## src/rtl/ej32_pkg.sv

```systemverilog
// Shared eJ32 core types: stack operation encoding and default data-stack depth.
package ej32_pkg;

  typedef enum logic [1:0] {
    sNOP  = 2'd0,
    sPUSH = 2'd1,
    sPOP  = 2'd2,
    sREPL = 2'd3
  } stack_op;

  localparam int SS_DEPTH = 64;
  localparam int SS_DSZ   = 32;

endpackage

```

## src/rtl/ej32_ram_1r1w.sv

```systemverilog
// Simple dual-port RAM: one write port, one registered read port.
// A read of the address being written in the same cycle returns the new data.
module ej32_ram_1r1w #(
  parameter int DW = 32,
  parameter int AW = 6
) (
  input  logic          clk,
  input  logic          we,
  input  logic [AW-1:0] waddr,
  input  logic [DW-1:0] wdata,
  input  logic [AW-1:0] raddr,
  output logic [DW-1:0] rdata
);

  logic [DW-1:0] mem [2**AW];
  logic [DW-1:0] rdata_q;

  always_ff @(posedge clk) begin
    if (we) mem[waddr] <= wdata;
    rdata_q <= (we && waddr == raddr) ? wdata : mem[raddr];
  end

  assign rdata = rdata_q;

endmodule

```

## src/rtl/ej32_sstack.sv

```systemverilog
// eJ32 data stack responder: TOS/NOS in registers, deeper entries in RAM with a
// prefetched read of the top RAM word so pops sustain one per clock.
module ej32_sstack
  import ej32_pkg::*;
#(
  parameter int DEPTH = SS_DEPTH,
  parameter int DSZ   = SS_DSZ
) (
  input  logic                       clk,
  input  logic                       rst,
  input  stack_op                    op,
  input  logic [DSZ-1:0]             vi,
  output logic [DSZ-1:0]             s,
  output logic [DSZ-1:0]             n,
  output logic [$clog2(DEPTH+1)-1:0] cnt,
  output logic                       ovf,
  output logic                       unf,
  input  logic                       err_clr
);

  localparam int CW  = $clog2(DEPTH+1);
  localparam int SPW = $clog2(DEPTH-1);   // sp spans 0..DEPTH-2

  logic [DSZ-1:0] s_q, s_d, n_q, n_d, ram_q;
  logic [SPW-1:0] sp_q, sp_d, rd_addr;
  logic [CW-1:0]  cnt_q, cnt_d;
  logic           ovf_q, ovf_d, unf_q, unf_d;
  logic           we, empty, full, do_push, do_pop;

  assign empty   = (cnt_q == '0);
  assign full    = (cnt_q == CW'(DEPTH));
  assign do_push = (op == sPUSH) || (op == sREPL && empty);
  assign do_pop  = (op == sPOP);

  always_comb begin
    s_d   = s_q;
    n_d   = n_q;
    sp_d  = sp_q;
    cnt_d = cnt_q;
    we    = 1'b0;
    ovf_d = ovf_q & ~err_clr;
    unf_d = unf_q & ~err_clr;
    if (do_push) begin
      if (full) begin
        ovf_d = 1'b1;
      end else begin
        s_d   = vi;
        n_d   = s_q;
        cnt_d = cnt_q + CW'(1);
        if (cnt_q >= CW'(2)) begin
          we   = 1'b1;
          sp_d = sp_q + SPW'(1);
        end
      end
    end else if (do_pop) begin
      if (empty) begin
        unf_d = 1'b1;
      end else begin
        s_d   = n_q;
        cnt_d = cnt_q - CW'(1);
        if (cnt_q >= CW'(3)) begin
          n_d  = ram_q;
          sp_d = sp_q - SPW'(1);
        end else begin
          n_d  = '0;
        end
      end
    end else if (op == sREPL) begin
      s_d = vi;
    end
  end

  // Prefetch the word that will sit just below NOS after this cycle's update;
  // when sp_d is 0 the read is unused and its wrapped address is harmless.
  assign rd_addr = sp_d - SPW'(1);

  ej32_ram_1r1w #(.DW(DSZ), .AW(SPW)) u_ram (
    .clk   (clk),
    .we    (we),
    .waddr (sp_q),
    .wdata (n_q),
    .raddr (rd_addr),
    .rdata (ram_q)
  );

  always_ff @(posedge clk) begin
    if (rst) begin
      s_q   <= '0;
      n_q   <= '0;
      sp_q  <= '0;
      cnt_q <= '0;
      ovf_q <= 1'b0;
      unf_q <= 1'b0;
    end else begin
      s_q   <= s_d;
      n_q   <= n_d;
      sp_q  <= sp_d;
      cnt_q <= cnt_d;
      ovf_q <= ovf_d;
      unf_q <= unf_d;
    end
  end

  assign s   = s_q;
  assign n   = n_q;
  assign cnt = cnt_q;
  assign ovf = ovf_q;
  assign unf = unf_q;

endmodule
```

## config.mk

```make
export PLATFORM = sky130hd
export DESIGN_NAME = ej32_sstack
export DESIGN_NICKNAME = d
export VERILOG_FILES = /design/src/rtl/ej32_pkg.sv /design/src/rtl/ej32_ram_1r1w.sv /design/src/rtl/ej32_sstack.sv
export SDC_FILE = /design/constraint.sdc
export NUM_CORES = 2
export LEC_CHECK = 0
export BUFFER_PORTS_ARGS = -buffer_cell sky130_fd_sc_hd__buf_2
export CAP_MARGIN = 20
export CORE_MARGIN = 5
export CORE_UTILIZATION = 23
export DETAILED_ROUTE_END_ITERATION = 10
export PLACE_DENSITY = 0.39
export SLEW_MARGIN = 0
export SYNTH_ARGS = -nofsm -noshare
export SYNTH_HDL_FRONTEND = slang
export SYNTH_SLANG_ARGS = --single-unit
```

## constraint.sdc

```tcl
create_clock -name clk -period 7.5 [get_ports clk]
set_input_delay 0 -clock clk [delete_from_list [all_inputs] [get_ports clk]]
set_output_delay 0 -clock clk [all_outputs]
set_load 0.02 [all_outputs]
```

==> flow_metrics.tcl <==
set metrics [dict create \
    synth_edf_count 2048 \
    post_detailed_route_wirelength_per_cell_um 29.4 \
    crit_path_cell_chain "nor4_2 > buf_4 > nand3_1 > a21oi_4 > buf_4 > inv_2 > fa_1 > a21o_1 > a21oi_1 > o21bai_1 > a21o_1 > o211ai_1 > dlygate4sd3_1 > nand3_1 > dlygate4sd3_1" \
    post-route-worst-setup-slack_ns 2.70 \
    static-leakage-power_nw 30.7 \
    first_pass_iters 7 \
    syn2layout_area_growth_pct 18.9 \
    hold_class "in -> reg" \
    crit_path_top_delay_cell "sky130_fd_sc_hd__dlygate4sd3_1" \
    critical_path_class "reg -> reg" \
    slowest_delay_ns 0.58 \
    power-per-cell-area_nw_per_um2 383 \
    worst_path_dominant_cell_family "buffers and inverters" \
    layout.cells.most_common "sky130_fd_sc_hd__edfxtp_1" \
    cts_num_sinks 2133 \
    async_reset_ff_frac 0 \
    initial_core_util 0.230 \
    floorplan.io_pins 110 \
    via_per_inst 4.46 \
    cts_max_path_buffers 4 \
    grt-busiest-layer "met2" \
    clock_tree_root "sky130_fd_sc_hd__clkbuf_16" \
    placedCellCount 8694 \
    vias 41089 \
    worst_ep_arrival_time_ns 5.59 \
    multi_input_area_um2 18600 \
    routed_wl_mm 271 \
    critical_path_required_ns 8.29 \
    timing.final.max_slew_violations 0 \
    postRouteAntennaNets 0 \
    die-height_um 609 \
    share_of_the_yosys_chip_area_belonging_to_registers 0.766 \
    tightest_slew_ns 1.18 \
    num-nets-final 4300 \
    drive_above_1_share 0.287 \
    post-cts-setup-buffer-count 0 \
    antenna_found_initial 17 \
    met3_usage 0.0221 \
    cp-end-kind "register" \
    rows 220 \
    final-setup-viol-count 0 \
    global_route.usage.total 0.142 \
    cts_buffers 230 \
    final-hold-violation-count 0 \
    met1_usage 0.198 \
    grt_overflow_total 0 \
    ys_ff_latch 2133 \
    synth-warning-count 0 \
    maxClockFrequency_mhz 208 \
    coreArea_um2 358000 \
    final-instance-count-excl-fill 9211 \
    dp_slack_ns 3.13 \
    critical_path_buf_inv_count 5 \
    worst_ir_drop_vdd_v 0.000241 \
    detailed_placement_wirelength_estimate_mm 158 \
    postSynthCellCount 3871 \
    synthesis.nets 3917 \
    finalInstanceArea_um2 98100 \
    tritoncts "yes" \
    finalCriticalPeriod_ns 4.80 \
    hold-worst-slack_ns 0.0376 \
    placed_standard_cell_area_um2 89900 \
    cap_viol_max_count 0 \
    tns_ns 0 \
    startpoint_type "register" \
    ys_types 67 \
    worst_setup_hold_path_clk_slew_ns 0.06 \
    seq_area_um2 63300 \
    number_of_global_route_vias_before_repair 42981 \
    post_synth.cell_area_avg_um2 21.3 \
    outcome "completed" \
    clk-insertion-delay-late_ns 0.90 \
    detailedRoute.firstIterationViolations 3624 \
    clock_tree.htree_level_count 4 \
    max-slew-margin-rel 0.214 \
    ys.flop_type "sky130_fd_sc_hd__edfxtp_1" \
    die_area_um2 371000 \
    finalWeightedCongestion 0.749 \
    path_max_fanout 25 \
    io_buffers 109 \
    nFillCells 35502 \
    detail_route.drc_violations 0 \
    timing.final.crit_share 0.640 \
    met2_usage 0.233 \
    netlist_area_um2 82500 \
    worst_clock_skew_ns 0.0792 \
    grt_setup_unrepaired "false" \
    grt_first_pass_wirelength_mm 370 \
    die_w_um 609 \
    layout_common_cells "2048 x sky130_fd_sc_hd__edfxtp_1, 526 x sky130_fd_sc_hd__mux4_2, 230 x sky130_fd_sc_hd__clkbuf_16" \
    grt_max_degree 94 \
]
==> final cells by class <==
class                           count  area share
Clock inverter                    114      0.0105
Tap cell                         4773      0.0609
Timing Repair Buffer              371      0.0305
Sequential cell                  2133       0.645
Inverter                           12    0.000485
Clock buffer                      291      0.0621
Multi-Input combinational cell   1506       0.190
Antenna cell                       11    0.000281
==> power breakdown <==
group	internal (mW)	switching, mW
sequential	14.6	1.03
combinational	4.14	6.75
clock	6.29	4.74
total	25.0	12.5
==> path summary, 6_finish.rpt <==
| check | startpoint | cells after the start | slack (ns) | end |
|---|---|---|---|---|
| worst min-delay path | vi[28] | 4 | 0.04 | s[28] |
| worst min register to register | cnt[4] | 2 | 0.53 | cnt[4] |
| worst max-delay path | cnt[2] | 15 | 2.70 | cnt[6] |
| worst max register to register | cnt[2] | 15 | 2.70 | cnt[6] |
==> layer usage <==
| metal | vias up | wire [um] |
|---|---|---|
| met5 | - | 0 |
| met4 | 0 | 6500 |
| met3 | 317 | 13700 |
| met2 | 1051 | 130000 |
| met1 | 22748 | 121000 |
| li1 | 16973 | - |
==> registers in the layout, summed over array words and instances, names as in the netlist, named ones only <==
| register | cells |
|---|---|
| ovf | 1 |
| s | 32 |
| cnt | 7 |
| unf | 1 |
| u_ram.mem | 2048 |
| n | 32 |
| sp_q | 6 |
==> cells by family after synthesis <==
logic type / share of synthesized area
DFF: 0.766
muxes: 0.163
and+or+nand+nor: 0.0280
AOI/OAI and AO/OA: 0.0257
buffers and inverters: 0.0142
xor gates and xnor gates: 0.00138
adders and majority gates: 0.00146
==> synthesized netlist by cell type, types with 26 or more instances <==
library cell / n / area [um2]
sky130_fd_sc_hd__a21oi_1: 31 / 155
sky130_fd_sc_hd__a311oi_1: 38 / 333
sky130_fd_sc_hd__buf_2: 75 / 375
sky130_fd_sc_hd__buf_4: 26 / 195
sky130_fd_sc_hd__clkbuf_1: 79 / 297
sky130_fd_sc_hd__dfxtp_1: 85 / 1700
sky130_fd_sc_hd__edfxtp_1: 2048 / 61500
sky130_fd_sc_hd__mux2_2: 34 / 383
sky130_fd_sc_hd__mux2i_1: 122 / 1220
sky130_fd_sc_hd__mux4_2: 526 / 11800
sky130_fd_sc_hd__nand2_1: 135 / 507
sky130_fd_sc_hd__nand3_1: 33 / 165
sky130_fd_sc_hd__nor2_1: 222 / 833
sky130_fd_sc_hd__nor2b_1: 33 / 206
sky130_fd_sc_hd__o22ai_1: 59 / 369
==> through the flow <==
stage,utilization,power [mW]
finish,0.274,37.5
global route,0.274,39.1
CTS,0.274,38.2
detailed placement,0.251,27.0
global placement,0.251,26.9
floorplan,-,22.1
==> worst min-delay path, delay by kind of cell <==
kind	cells	cell delay (ns)
buf+inv	2	0.71
compound gates	1	0.08
simple gates	1	0.08
==> what timing repair did <==
action / CTS / global route
hold buffers: 101 / 0
gates resized for setup: 0 / 0
hold endpoints to repair: 59 / 0
Note: power is estimated with default switching activity, not from simulation.
